==> config.mk <==
export PLATFORM = sky130hd
export DESIGN_NAME = jtframe_joyser_ctrl
export DESIGN_NICKNAME = d
export VERILOG_FILES = /design/src/rtl/jtframe_joyser_ctrl.sv
export SDC_FILE = /design/constraint.sdc
export NUM_CORES = 1
export LEC_CHECK = 0
export CORE_ASPECT_RATIO = 1.25
export CORE_MARGIN = 3
export CORE_UTILIZATION = 35
export CTS_CLUSTER_DIAMETER = 120
export DETAILED_ROUTE_END_ITERATION = 12
export GPL_ROUTABILITY_DRIVEN = 0
export GPL_TIMING_DRIVEN = 0
export HOLD_SLACK_MARGIN = 0.15
export PLACE_DENSITY_LB_ADDON = 0.12
export SKIP_CTS_REPAIR_TIMING = 1
export SYNTH_ARGS = -nofsm -noshare
export SYNTH_HDL_FRONTEND = slang
export SYNTH_SLANG_ARGS = --single-unit
==> constraint.sdc <==
create_clock -name clk -period 3.8 [get_ports clk]
set_input_delay 0.76 -clock clk [delete_from_list [all_inputs] [get_ports clk]]
set_output_delay 0.76 -clock clk [all_outputs]
set_load 0.005 [all_outputs]
==> src/rtl/jtframe_joyser_ctrl.sv <==
// Serial joystick scanner for a two-player 74HC165 chain (16 bits, 12 mapped).
// Define JTFRAME_JOYSER_DEBOUNCE_EN to publish a scan only when it matches the previous one.
module jtframe_joyser_ctrl #(
    parameter int CLKDIV = 8,
    parameter int GAP    = 16
) (
    input  logic       clk,
    input  logic       rst,
    input  logic       joy_data,
    output logic       joy_clk,
    output logic       joy_load,
    output logic [5:0] joy1,
    output logic [5:0] joy2,
    output logic       scan_done
);
    typedef enum logic [2:0] {IDLE, LOAD, SHIFT, LATCH, WAIT} state_t;

    localparam int DIV_M1_I = CLKDIV - 1;
    localparam int GAP_M1_I = (GAP > 0) ? GAP - 1 : 0;
    localparam logic [7:0] DIV_LAST = DIV_M1_I[7:0];
    localparam logic [7:0] GAP_LAST = GAP_M1_I[7:0];

    state_t      r_state, w_next;
    logic [7:0]  r_div;
    logic [7:0]  r_gap;
    logic [3:0]  r_n;
    logic        r_ph;      // 0: waiting for tick A, 1: waiting for tick B
    logic [15:0] r_s;
    logic        r_jclk, r_load, r_done;
    logic [5:0]  r_joy1, r_joy2;
    logic        w_tick;
    logic [5:0]  w_cur1, w_cur2;
    logic        w_unused;

    assign w_tick = (r_div == DIV_LAST);

    // Output order is {fire2,fire1,up,down,left,right}; the chain delivers up first.
    assign w_cur1   = {r_s[5],  r_s[4],  r_s[0], r_s[1], r_s[2],  r_s[3]};
    assign w_cur2   = {r_s[13], r_s[12], r_s[8], r_s[9], r_s[10], r_s[11]};
    assign w_unused = &{r_s[15:14], r_s[7:6]};

    always_comb begin
        w_next = r_state;
        case (r_state)
            IDLE:    if (w_tick) w_next = LOAD;
            LOAD:    if (w_tick) w_next = SHIFT;
            SHIFT:   if (w_tick && r_ph && r_n == 4'd15) w_next = LATCH;
            LATCH:   w_next = (GAP == 0) ? LOAD : WAIT;
            WAIT:    if (w_tick && r_gap == GAP_LAST) w_next = LOAD;
            default: w_next = IDLE;
        endcase
    end

    always_ff @(posedge clk or posedge rst) begin
        if (rst) begin
            r_state <= IDLE;
            r_div   <= 8'd0;
            r_gap   <= 8'd0;
            r_n     <= 4'd0;
            r_ph    <= 1'b0;
            r_s     <= 16'hFFFF;
            r_jclk  <= 1'b0;
            r_load  <= 1'b1;
            r_done  <= 1'b0;
        end else begin
            r_state <= w_next;
            r_div   <= (w_tick || w_next != r_state) ? 8'd0 : r_div + 8'd1;
            r_gap   <= (r_state == WAIT) ? r_gap + {7'd0, w_tick} : 8'd0;
            // Registered strobes line up exactly with the state they decode.
            r_load  <= (w_next != LOAD);
            r_done  <= (w_next == LATCH);
            if (r_state == SHIFT) begin
                if (w_tick) begin
                    r_jclk <= ~r_ph;
                    r_ph   <= ~r_ph;
                    if (!r_ph) r_s[r_n] <= joy_data;
                    else       r_n      <= r_n + 4'd1;
                end
            end else begin
                r_jclk <= 1'b0;
                r_ph   <= 1'b0;
                r_n    <= 4'd0;
            end
        end
    end

`ifdef JTFRAME_JOYSER_DEBOUNCE_EN
    logic [11:0] r_prev;

    always_ff @(posedge clk or posedge rst) begin
        if (rst) begin
            r_prev <= 12'hFFF;
            r_joy1 <= 6'h3F;
            r_joy2 <= 6'h3F;
        end else if (r_state == LATCH) begin
            r_prev <= {w_cur1, w_cur2};
            if ({w_cur1, w_cur2} == r_prev) begin
                r_joy1 <= w_cur1;
                r_joy2 <= w_cur2;
            end
        end
    end
`else
    always_ff @(posedge clk or posedge rst) begin
        if (rst) begin
            r_joy1 <= 6'h3F;
            r_joy2 <= 6'h3F;
        end else if (r_state == LATCH) begin
            r_joy1 <= w_cur1;
            r_joy2 <= w_cur2;
        end
    end
`endif

    assign joy_clk   = r_jclk;
    assign joy_load  = r_load;
    assign joy1      = r_joy1;
    assign joy2      = r_joy2;
    assign scan_done = r_done;
endmodule

Word-level counts from Yosys, hierarchy flattened
Cells that the tools add are included.
{"block": "word_totals", "regBits": 54, "input_bits": 3, "output_inout_bits": 15}
{"block": "classes", "add_sub_neg": 3, "order_cmp": 2, "n_eq_ne": 12, "n_mux": 15, "n_bitwise": 1, "n_reduce_logical": 8}
{"cell": "$bwmux W16", "count": 1}
{"cell": "$mux W8", "count": 2}
{"cell": "$pmux W3 S5", "count": 1}
{"cell": "$mux W3", "count": 4}
{"cell": "$mux W4", "count": 3}
{"cell": "$eq A3 B2 Y1 const B", "count": 3}
{"cell": "$add A8 B1 Y8", "count": 1}
{"cell": "$add A8 B1 Y8 const B", "count": 1}
{"cell": "$eq A8 B3 Y1 const B", "count": 1}
{"cell": "$eq A8 B4 Y1 const B", "count": 1}
{"cell": "$lt A4 B5 Y1 const B", "count": 1}
{"cell": "$add A4 B1 Y4 const B", "count": 1}
{"cell": "$demux W1 S4", "count": 1}
{"cell": "$eq A4 B4 Y1 const B", "count": 1}
{"cell": "$ge A4 B1 Y1 const B", "count": 1}
{"cell": "$logic_and A1 B1 Y1", "count": 4}
{"cell": "$ne A2 B2 Y1 const B", "count": 2}
{"cell": "$eq A3 B1 Y1 const B", "count": 1}
{"cell": "$eq A3 B3 Y1 const B", "count": 1}
{"cell": "$logic_not A3 Y1", "count": 1}
{"cell": "$mux W1", "count": 3}
{"cell": "$ne A3 B1 Y1 const B", "count": 1}
{"cell": "$ne A3 B3 Y1", "count": 1}
{"cell": "$reduce_and A3 Y1", "count": 1}
{"cell": "3 further kinds", "count": 3}

Longest topological paths before layout
Gate-level depths: netlist (run 1).
{"block": "logic_depth", "ltp_word": 8, "mapped_depth": 10, "ltp_nobuf": 10}

Least setup slack after synthesis (run 1)
Ideal clock, no wire load.
{"block": "synth_path", "path_kind": "register -> register", "startpoint": "reg r_div[0]", "endpoint": "reg r_gap[6]", "t_arrival_ps": 1864, "path_slack_ps": 1812, "stages_incl_launch_ff": 11, "synth_period_minus_slack_ps": 1988, "cell_sequence": "dfrtp_1 -> ha_1 -> and3b_1 -> nand2_2 -> inv_2 -> ha_1 -> ha_1 -> and3_1 -> nand3_1 -> xor2_1 -> nor2_1"}
{"block": "synth_between", "elab_chain_len": 3}
{"element": "start, declared", "line_no": "24", "rtl": "logic [7:0] r_div;"}
{"element": "start signal, assigned", "line_no": "67", "rtl": "r_div <= (w_tick || w_next != r_state) ? 8'd0 : r_div + 8'd1;"}
{"element": "$eq A8 B3 Y1", "line_no": "35", "rtl": "assign w_tick = (r_div == DIV_LAST);"}
{"element": "$add A8 B1 Y8", "line_no": "68", "rtl": "r_gap <= (r_state == WAIT) ? r_gap + {7'd0, w_tick} : 8'd0;"}
{"element": "$mux W8", "line_no": "68"}
{"element": "end signal, assigned", "line_no": "68"}
{"element": "end, declared", "line_no": "25", "rtl": "logic [7:0] r_gap;"}
No other way between the ends.
A chain may end at the register's enable or synchronous reset.

Final worst setup path (run 1)
Same ends and word-level chain as after synthesis.

==> results of run 1 <==
## final cells by class
class,instances,area [um^2]
fill,617,3610
multi-input combinational,138,1010
tap,85,106
clock buffer,6,93.8
buffer,9,45.0
sequential,50,1280
timing repair buffer,18,190
clock inverter,2,10.0
inverter,5,18.8
## cells in the mapped netlist, types with 3 or more instances
library cell                n  area share [%]
sky130_fd_sc_hd__a21oi_1    3            0.64
sky130_fd_sc_hd__nor4_1     6             1.6
sky130_fd_sc_hd__ha_1       7             3.7
sky130_fd_sc_hd__nor3_1     3            0.64
sky130_fd_sc_hd__inv_1      4            0.64
sky130_fd_sc_hd__mux2_2    20             9.6
sky130_fd_sc_hd__nand2_1    6            0.96
sky130_fd_sc_hd__clkbuf_1   5            0.80
sky130_fd_sc_hd__xor2_1     8             3.0
sky130_fd_sc_hd__dfstp_2   25              28
sky130_fd_sc_hd__nand3_1    8             1.7
sky130_fd_sc_hd__dfrtp_1   25              27
sky130_fd_sc_hd__nand2b_1   6             1.6
sky130_fd_sc_hd__nor2b_1    5             1.3
sky130_fd_sc_hd__and3_1     5             1.3
sky130_fd_sc_hd__mux2_1     4             1.9
sky130_fd_sc_hd__nand4_1    7             1.9
sky130_fd_sc_hd__xnor2_1    6             2.2
sky130_fd_sc_hd__buf_2      3            0.64
sky130_fd_sc_hd__or3_1      3            0.80
sky130_fd_sc_hd__nor2_1    23             3.7
## worst min-delay path by stage
stage	cells past startpoint	end	slack [ns]
after global placement	1	r_div[0]	0.51
final	1	r_div[0]	0.53
after floorplan	1	r_div[0]	0.47
after detailed placement	1	r_div[0]	0.52
after CTS	1	r_div[0]	0.53
after global routing	1	r_div[0]	0.56
## logic make-up after synthesis
family                   after synthesis
AND/OR/NAND/NOR                       83
flip-flops                            50
multiplexers                          25
XOR/XNOR                              14
buffers and inverters                 14
AO/OA/AOI/OAI                          9
adder cells (fa/ha/maj)                7
## flip-flops by register name, summed over array words and instances, names as in the netlist
name       cells
r_s           12
r_div          8
r_gap          8
joy1           6
joy2           6
r_n            4
r_state        3
joy_clk        1
joy_load       1
scan_done      1
## placed cells by master, fill, tap and decap left out, types with 2 or more instances in the layout
master,n
sky130_fd_sc_hd__a21oi_1,3
sky130_fd_sc_hd__and2_1,2
sky130_fd_sc_hd__and3_1,5
sky130_fd_sc_hd__buf_2,3
sky130_fd_sc_hd__clkbuf_1,5
sky130_fd_sc_hd__clkbuf_8,5
sky130_fd_sc_hd__clkdlybuf4s50_1,17
sky130_fd_sc_hd__clkinv_2,2
sky130_fd_sc_hd__dfrtp_1,25
sky130_fd_sc_hd__dfstp_2,25
sky130_fd_sc_hd__ha_1,7
sky130_fd_sc_hd__inv_1,3
sky130_fd_sc_hd__inv_2,2
sky130_fd_sc_hd__mux2_1,4
sky130_fd_sc_hd__mux2_2,20
sky130_fd_sc_hd__nand2_1,6
sky130_fd_sc_hd__nand2b_1,6
sky130_fd_sc_hd__nand3_1,8
sky130_fd_sc_hd__nand3b_1,2
sky130_fd_sc_hd__nand4_1,7
sky130_fd_sc_hd__nor2_1,23
sky130_fd_sc_hd__nor2b_1,5
sky130_fd_sc_hd__nor3_1,3
sky130_fd_sc_hd__nor4_1,6
sky130_fd_sc_hd__o21ai_0,2
sky130_fd_sc_hd__or3_1,3
sky130_fd_sc_hd__xnor2_1,6
sky130_fd_sc_hd__xor2_1,8
## metrics by stage
step / instances / instance area [um^2] / hold WS (ns)
after floorplan: 202 / 2350 / 0.469
after global placement: 304 / 2630 / 0.513
after detailed placement: 305 / 2650 / 0.518
after CTS: 313 / 2760 / 0.531
after global routing: 313 / 2760 / 0.565
final: 313 / 2760 / 0.529
## layer usage
layer	global-route usage (%)	routed length, um	part of all wire (%)	up-vias
li1	-	-	-	751
met5	0	0	0	-
met2	19.6	2060	49	14
met4	3.57	55	1.3	0
met1	15.8	1960	47	756
met3	2.78	94	2.3	6
## power by group
part           switching (mW)  total, mW  leakage (nW)  internal, mW
Sequential           0.000961      0.538         0.594         0.537
Clock                   0.172      0.339        0.0561         0.168
Combinational          0.0132     0.0191         0.548       0.00588
## worst register-to-register path: stages (launching register included)
cell                      delay [ns]
sky130_fd_sc_hd__dfrtp_1        0.44
sky130_fd_sc_hd__ha_1           0.29
sky130_fd_sc_hd__and3b_1        0.23
sky130_fd_sc_hd__nand2_2        0.11
sky130_fd_sc_hd__inv_2          0.10
sky130_fd_sc_hd__ha_1           0.21
sky130_fd_sc_hd__ha_1           0.20
sky130_fd_sc_hd__and3_1         0.21
sky130_fd_sc_hd__nand3_1        0.10
sky130_fd_sc_hd__xor2_1         0.15
sky130_fd_sc_hd__nor2_1         0.06
==> results.tsv, run 1 <==
metric	value	unit
synth_top_family_by_area	simple AND/OR/NAND/NOR gates	
min-delay-start	r_div[0]	
synth_enable_flop_cells	0	
synth.area.mux_share	11.9	%
crit_required	3.98	ns
synth_fa_ha_area_share	3.72	%
rsz0062_at_grt	no	
cts_root_buf	sky130_fd_sc_hd__clkbuf_8	
clock_insertion_delay_worst_skew	0.30	ns
run_status	complete, no violations	
min_path_type	register to register	
synthArstFlopShare	100	%
placementRows	32	
synth_xor_xnor_area_share	5.21	%
drc	0	
timing.final.crit_period	2.20	ns
path_max_fanout	8	
ir_drop	0.186	mV
area_growth_syn_to_layout	17.0	%
htreeDepth	2	
critPathCapture	r_gap[6]	
fin_tns_setup	0	ns
synth_simple_gate_area_share	19.6	%
synth_nets	212	
max_slew.worst_pin.slew	0.626	ns
crit_family	simple AND/OR/NAND/NOR gates	
clock_transition_at_the_registers_of_the_reported_paths	0.09	ns
place.port_buffers	17	
post_drt_via_cell_ratio	4.88	
antenna_cells	0	
worstSetupPathType	register to register	
synth.distinct_cells	38	
ff2ff_setup_slack	1.60	ns
cp_slowest_stage_delay	0.44	ns
synth.cell_area	0.00235	mm^2
top_level_ports	18	
cts_tree	done	
seq_area_frac_synth	54.5	%
first_drt_iteration_drcs	44	
grt_first_pass_wirelength	7410	um
critical_path_arrival	2.38	ns
vias_in_the_first_global_route	1541	
die_w	79.4	um
max_freq	0.454	GHz
finalSetupViolations	0	
finish.net_count	237	
power_density	325	mW/mm^2
worst_slew_margin_rel	58.0	%
final_core_util	43.3	%
antenna_found_initial	0	
r2r.worst_path.cells	10	
leakage	1.20	nW
fp.dieH	97.7	um
cts-root-to-sink-buffers	2	
drt-total-wl	4170	um
worst_r2r_startpoint	r_div[0]	
gr-total-overflow	0	
crit_buf_inv	1	
cell_type_with_the_highest_occurrence_count_on_the_critical_path	sky130_fd_sc_hd__ha_1	
dr_total_vias	1527	
timing.max_cap.violations	0	
syn_avg_cell_area	11.7	um^2
cts-buffers-inserted	5	
clkSinkCount	50	
place_worst_setup_slack	1.60	ns
postRouteAntennaNets	0	
finalWorstSetupSlack	1.60	ns
finalMaxSlewViolations	0	
synth-compound-area-share	2.44	%
synth.ff_latch_count	50	
critical_path_cell_list	ha_1 -> and3b_1 -> nand2_2 -> inv_2 -> ha_1 -> ha_1 -> and3_1 -> nand3_1 -> xor2_1 -> nor2_1	
detail_route.wl_per_cell	13.3	um
worstSetupStartpoint	r_div[0]	
finalHoldViolations	0	
slowest_stage	sky130_fd_sc_hd__dfrtp_1	
fp.coreArea	0.00637	mm^2
grt_max_degree	41	
worst_clock_skew	0.00572	ns
dpl.hpwl	3020	um
drive_above_1_share	27.6	%
synth-main-ff-cell	sky130_fd_sc_hd__dfstp_2	
setup.worst_path.end_class	register	
timing.critical_path.depth	10	
report.power.total	0.896	mW
launching_element_type_of_the_critical_path	register	
min_period_over_period	58.0	%
overall_die_area	0.00775	mm^2
drt_first_pass_iters	4	
floorplan.initialDensity	37.0	%
gr-usage-all-layers	12.0	%
worst_r2r_endpoint	r_gap[6]	
post_syn_instances	202	
synthesis.yosys.warnings	0	
Note: power is estimated with default switching activity, not from simulation.
==> inputs of run 2 (changes only) <==
==> constraint.sdc (replaced) <==
create_clock -name clk -period 2.11 [get_ports clk]
set_input_delay 0.422 -clock clk [delete_from_list [all_inputs] [get_ports clk]]
set_output_delay 0.422 -clock clk [all_outputs]
set_load 0.005 [all_outputs]
==> results.tsv, run 2 (synthesis results as in run 1) <==
metric	value	unit	change
run_status	complete, no violations		
multi_input_comb_area	0.00103	mm^2	+2.2%
final_area	0.00283	mm^2	+2.7%
routedLengthMet1	1970	um	+0.46%
wl_met3	86	um	-8.5%
drc	0		unchanged
drive_above_1_share	31.6	%	+4.0 points
layout_common_cells	sky130_fd_sc_hd__dfstp_2 (25), sky130_fd_sc_hd__dfrtp_1 (24), sky130_fd_sc_hd__nor2_1 (23)		
area_growth_syn_to_layout	20.1	%	
most_common_library_cell_in_the_layout_ignoring_fill_and_taps	sky130_fd_sc_hd__dfstp_2		
fp.coreArea	0.00637	mm^2	unchanged
detail_route.wl_per_cell	13.3	um	-0.47%
ir_drop	0.334	mV	+80%
setup.worst_path.end_class	register		
cts_root_buf	sky130_fd_sc_hd__clkbuf_8		
min_period_over_period	94.0	%	+36 points
worstSetupPathType	register to register		
area.sequential	0.00128	mm^2	about the same
top_level_ports	18		unchanged
finalMaxSlewViolations	0		unchanged
htreeDepth	2		unchanged
crit_required	2.29	ns	-1.69 ns
gr-usage-all-layers	12.0	%	unchanged
timing.max_cap.violations	0		unchanged
finalHoldViolations	0		unchanged
dpl.hpwl	3020	um	unchanged
max_slew.worst_pin.slew	0.628	ns	+0.00199 ns
filler_cell_count	615		-0.32%
finalWorstSetupSlack	0.127	ns	-1.47 ns
finalSetupViolations	0		unchanged
worst_clock_skew	0.00654	ns	+0.000818 ns
leakage	1.22	nW	+1.6%
vias_in_the_first_global_route	1541		unchanged
first_drt_iteration_drcs	44		unchanged
largestRegisters	r_s: 12 flops, r_div: 8 flops, r_gap: 8 flops		
postRouteAntennaNets	0		unchanged
met2_wire_length	2130	um	+3.3%
drt_first_pass_iters	4		unchanged
cts_tree	done		
worst_slew_margin_rel	57.8	%	-0.13 points
launching_element_type_of_the_critical_path	register		
grt_max_degree	41		unchanged
grt_first_pass_wirelength	7410	um	unchanged
place.port_buffers	17		unchanged
dpl-instance-area	0.00265	mm^2	unchanged
report.power.total	1.61	mW	+80%
post_drt_via_cell_ratio	4.90		+0.50%
clock_transition_at_the_registers_of_the_reported_paths	0.09	ns	about the same
clock_insertion_delay_worst_skew	0.29	ns	about the same
max_freq	0.504	GHz	+11%
antenna_found_initial	0		unchanged
path_max_fanout	5		-3
floorplan.initialDensity	37.0	%	unchanged
registers.top_by_ff_count	r_s		
die_w	79.4	um	unchanged
fp.dieH	97.7	um	unchanged
cts-root-to-sink-buffers	2		unchanged
min_path_type	input port to asynchronous set/reset pin		
antenna_cells	0		unchanged
clkSinkCount	50		unchanged
critical_path_arrival	2.16	ns	-0.22 ns
flip_flop_count_of_the_largest_register_all_copies_and_words_added	12		unchanged
rsz0062_at_grt	no		
dr_total_vias	1564		+2.4%
gr-total-overflow	0		unchanged
overall_die_area	0.00775	mm^2	unchanged
ff2ff_setup_slack	0.13	ns	-1.47 ns
placementRows	32		unchanged
power_density	570	mW/mm^2	+75%
place_worst_setup_slack	-0.0868	ns	-1.69 ns
finish.net_count	243		+2.5%
timing.final.crit_period	1.98	ns	-0.220 ns
drt-total-wl	4230	um	+1.4%
fin_tns_setup	0	ns	unchanged
top_sig_layer	met4		
cts-buffers-inserted	5		unchanged
run 2: changes by cell type in the layout (fill, tap and decap cells not counted), sizes merged:
cell	delta
clkinv	+1
buf	+6
inv	-1
run 2: layout make-up:
type	instances	share of cell area [%]
plain buffers	9	1.59
clock buffers	6	3.32
clock inverters	2	0.354
inverters	5	0.840
multi-input cells	138	36.4
flip-flops and latches	50	45.4
well taps	85	3.76
repair buffers	24	8.31
run 2: per-layer routing:
metal / global-route usage (%) / vias up
met5: 0 / -
met4: 3.57 / 0
met3: 2.78 / 4
met2: 19.6 / 13
met1: 15.8 / 783
li1: - / 764
run 2: worst paths after layout:
check | start | endpoint | cells past startpoint
setup / recovery | r_div[0] | r_gap[6] | 10
hold / removal | rst | r_state[1] | 2
setup reg to reg | r_div[0] | r_gap[6] | 10
hold reg to reg | r_div[0] | r_div[0] | 1
max in group asynchronous | rst | r_s[11] | 3
min in group clk | r_div[0] | r_div[0] | 1
run 2: critical path: stages (launching register included):
cell,delay [ns]
sky130_fd_sc_hd__dfrtp_2,0.45
sky130_fd_sc_hd__ha_4,0.19
sky130_fd_sc_hd__and3b_1,0.20
sky130_fd_sc_hd__nand2_2,0.12
sky130_fd_sc_hd__clkinv_4,0.07
sky130_fd_sc_hd__ha_2,0.17
sky130_fd_sc_hd__ha_2,0.18
sky130_fd_sc_hd__and3_4,0.18
sky130_fd_sc_hd__nand3_1,0.09
sky130_fd_sc_hd__xor2_1,0.15
sky130_fd_sc_hd__nor2_1,0.06
run 2: power by group:
group | switching [mW] | total [mW] | internal [mW]
logic | 0.0237 | 0.0343 | 0.0106
registers | 0.00173 | 0.968 | 0.967
clock network | 0.307 | 0.609 | 0.302
run 2: per-stage QoR:
stage | utilization, % | std cells | hold slack (ns)
floorplan | - | 202 | 0.469
global placement | 41.3 | 304 | 0.513
detailed placement | 41.6 | 305 | 0.518
CTS | 43.3 | 313 | 0.379
global route | 44.4 | 319 | 0.386
finish | 44.4 | 319 | 0.377
==> inputs of run 3 (changes only) <==
--- a/config.mk
+++ b/config.mk
@@ -7,11 +7,10 @@
 export LEC_CHECK = 0
 export CORE_ASPECT_RATIO = 1.25
 export CORE_MARGIN = 3
-export CORE_UTILIZATION = 35
+export CORE_UTILIZATION = 55
 export CTS_CLUSTER_DIAMETER = 120
 export DETAILED_ROUTE_END_ITERATION = 12
 export GPL_ROUTABILITY_DRIVEN = 0
-export GPL_TIMING_DRIVEN = 0
 export HOLD_SLACK_MARGIN = 0.15
 export PLACE_DENSITY_LB_ADDON = 0.12
 export SKIP_CTS_REPAIR_TIMING = 1
==> results.tsv, run 3 (synthesis results as in run 1) <==
metric	value	unit	change
antenna_found_initial	0		unchanged
p_sw	0.322	mW	-3.2%
vias_in_the_first_global_route	1549		+0.52%
cts-buffers-inserted	5		unchanged
clkSinkCount	50		unchanged
finish.net_count	232		-4.5%
dpl.hpwl	3050	um	+1.0%
cts_root_buf	sky130_fd_sc_hd__clkbuf_8		
area_growth_syn_to_layout	15.1	%	
clock_transition_at_the_registers_of_the_reported_paths	0.09	ns	about the same
post_drt_via_cell_ratio	5.55		+13%
drive_above_1_share	27.8	%	-3.8 points
finalMaxSlewViolations	0		unchanged
power_density	604	mW/mm^2	+6.0%
slowest_stage	sky130_fd_sc_hd__dfrtp_1		
fp.dieH	79.2	um	-19%
grt_max_degree	33		-20%
gr-total-overflow	0		unchanged
leakage	1.19	nW	-1.9%
place.port_buffers	17		unchanged
worst_slew_margin_rel	62.0	%	+4.2 points
registers.top_by_ff_count	r_s		
path_max_fanout	8		+3
fp.coreArea	0.00394	mm^2	-38%
clockPowerShare	38.9	%	+1.1 points
die_w	64.5	um	-19%
power_report.internal_total	1.32	mW	+2.9%
ff2ff_setup_slack	0.11	ns	about the same
placementRows	25		-22%
timing.final.crit_period	2.00	ns	+0.0135 ns
drc	0		unchanged
layout_common_cells	sky130_fd_sc_hd__dfstp_2 (25), sky130_fd_sc_hd__dfrtp_1 (25), sky130_fd_sc_hd__nor2_1 (23)		
rsz0062_at_grt	no		
largestRegisters	r_s: 12 flops, r_div: 8 flops, r_gap: 8 flops		
max_slew.worst_pin.slew	0.566	ns	-0.0626 ns
timing.max_cap.violations	0		unchanged
drt-total-wl	4190	um	-0.80%
antenna_cells	0		unchanged
critical_path_arrival	2.19	ns	+0.03 ns
launching_element_type_of_the_critical_path	register		
gr-usage-all-layers	18.7	%	+6.7 points
first_drt_iteration_drcs	64		+45%
run_status	complete, no violations		
ir_drop	0.494	mV	+48%
clock_insertion_delay_worst_skew	0.31	ns	+0.02 ns
floorplan.initialDensity	59.7	%	+23 points
crit_buf_inv	1		unchanged
max_freq	0.501	GHz	-0.68%
power.combinational.fraction	2.0	%	about the same
cts-root-to-sink-buffers	2		unchanged
final_core_util	68.8	%	+24 points
drt_first_pass_iters	4		unchanged
pwr-share-seq	59.1	%	-1.0 points
dr_total_vias	1538		-1.7%
critical_path_cell_list	ha_1 -> and3b_1 -> nand2_2 -> inv_4 -> ha_1 -> ha_1 -> and3_1 -> nand3_1 -> xor2_1 -> nor2_1		
cp_slowest_stage_delay	0.41	ns	-0.04 ns
filler_cell_count	316		-49%
overall_die_area	0.00511	mm^2	-34%
crit_required	2.31	ns	+0.02 ns
finalHoldViolations	0		unchanged
top_level_ports	18		unchanged
report.power.total	1.64	mW	+1.6%
fin_tns_setup	0	ns	unchanged
worstSetupPathType	register to register		
cts_tree	done		
setup.worst_path.end_class	register		
postRouteAntennaNets	0		unchanged
flip_flop_count_of_the_largest_register_all_copies_and_words_added	12		unchanged
grt_first_pass_wirelength	7220	um	-2.5%
htreeDepth	2		unchanged
switching_share	19.7	%	-0.97 points
crit_family	simple AND/OR/NAND/NOR gates		
min_path_type	register to register		
cell_type_with_the_highest_occurrence_count_on_the_critical_path	sky130_fd_sc_hd__ha_1		
detail_route.wl_per_cell	15.1	um	+14%
finalSetupViolations	0		unchanged
worst_clock_skew	0.0115	ns	+0.00496 ns
min_period_over_period	94.6	%	+0.64 points
[run 3: worst reg2reg max path, stage by stage, from the launching register on]
cell,delay [ns]
sky130_fd_sc_hd__dfrtp_1,0.41
sky130_fd_sc_hd__ha_1,0.22
sky130_fd_sc_hd__and3b_1,0.20
sky130_fd_sc_hd__nand2_2,0.10
sky130_fd_sc_hd__inv_4,0.06
sky130_fd_sc_hd__ha_1,0.19
sky130_fd_sc_hd__ha_1,0.21
sky130_fd_sc_hd__and3_1,0.21
sky130_fd_sc_hd__nand3_1,0.10
sky130_fd_sc_hd__xor2_1,0.14
sky130_fd_sc_hd__nor2_1,0.05
[run 3: power by group through the flow]
stage               Sequential [mW]  Combinational, mW  Clock, mW
floorplan                     0.985             0.0192          0
global placement              0.985             0.0324          0
detailed placement            0.986             0.0341          0
CTS                           0.969             0.0340      0.658
global route                  0.969             0.0373      0.705
finish                        0.969             0.0323      0.637
[run 3: final cells by class]
type,count,area (um^2),area share (%)
Inverter,5,21.3,0.784
Sequential cell,50,1280,47.3
Timing Repair Buffer,22,220,8.12
Clock buffer,8,111,4.11
Multi-Input combinational cell,138,1010,37.2
Tap cell,54,67.6,2.49
[run 3: path summary, 6_finish.rpt]
path | endpoint | cells past startpoint | start
worst min-delay path | r_gap[7] | 2 | r_gap[7]
worst max register to register | r_gap[6] | 10 | r_div[0]
worst min register to register | r_gap[7] | 2 | r_gap[7]
max in group asynchronous | joy_load | 3 | rst
worst max-delay path | r_gap[6] | 10 | r_div[0]
min in group asynchronous | joy1[4] | 2 | rst
[run 3: metal layers]
metal	global-route usage, %	wire length (um)
met5	0	0
met3	4.53	111
met2	31.4	2180
met4	10.1	102
met1	21.9	1800
[run 3: stage by stage]
| step | setup slack (ns) | area [um^2] | hold slack, ns | cells |
|---|---|---|---|---|
| after floorplan | 0.122 | 2350 | 0.469 | 202 |
| after global placement | 0.155 | 2590 | 0.486 | 268 |
| after detailed placement | 0.0786 | 2590 | 0.521 | 268 |
| after CTS | 0.0646 | 2700 | 0.533 | 276 |
| after global routing | 0.0118 | 2710 | 0.600 | 277 |
| final | 0.114 | 2710 | 0.580 | 277 |
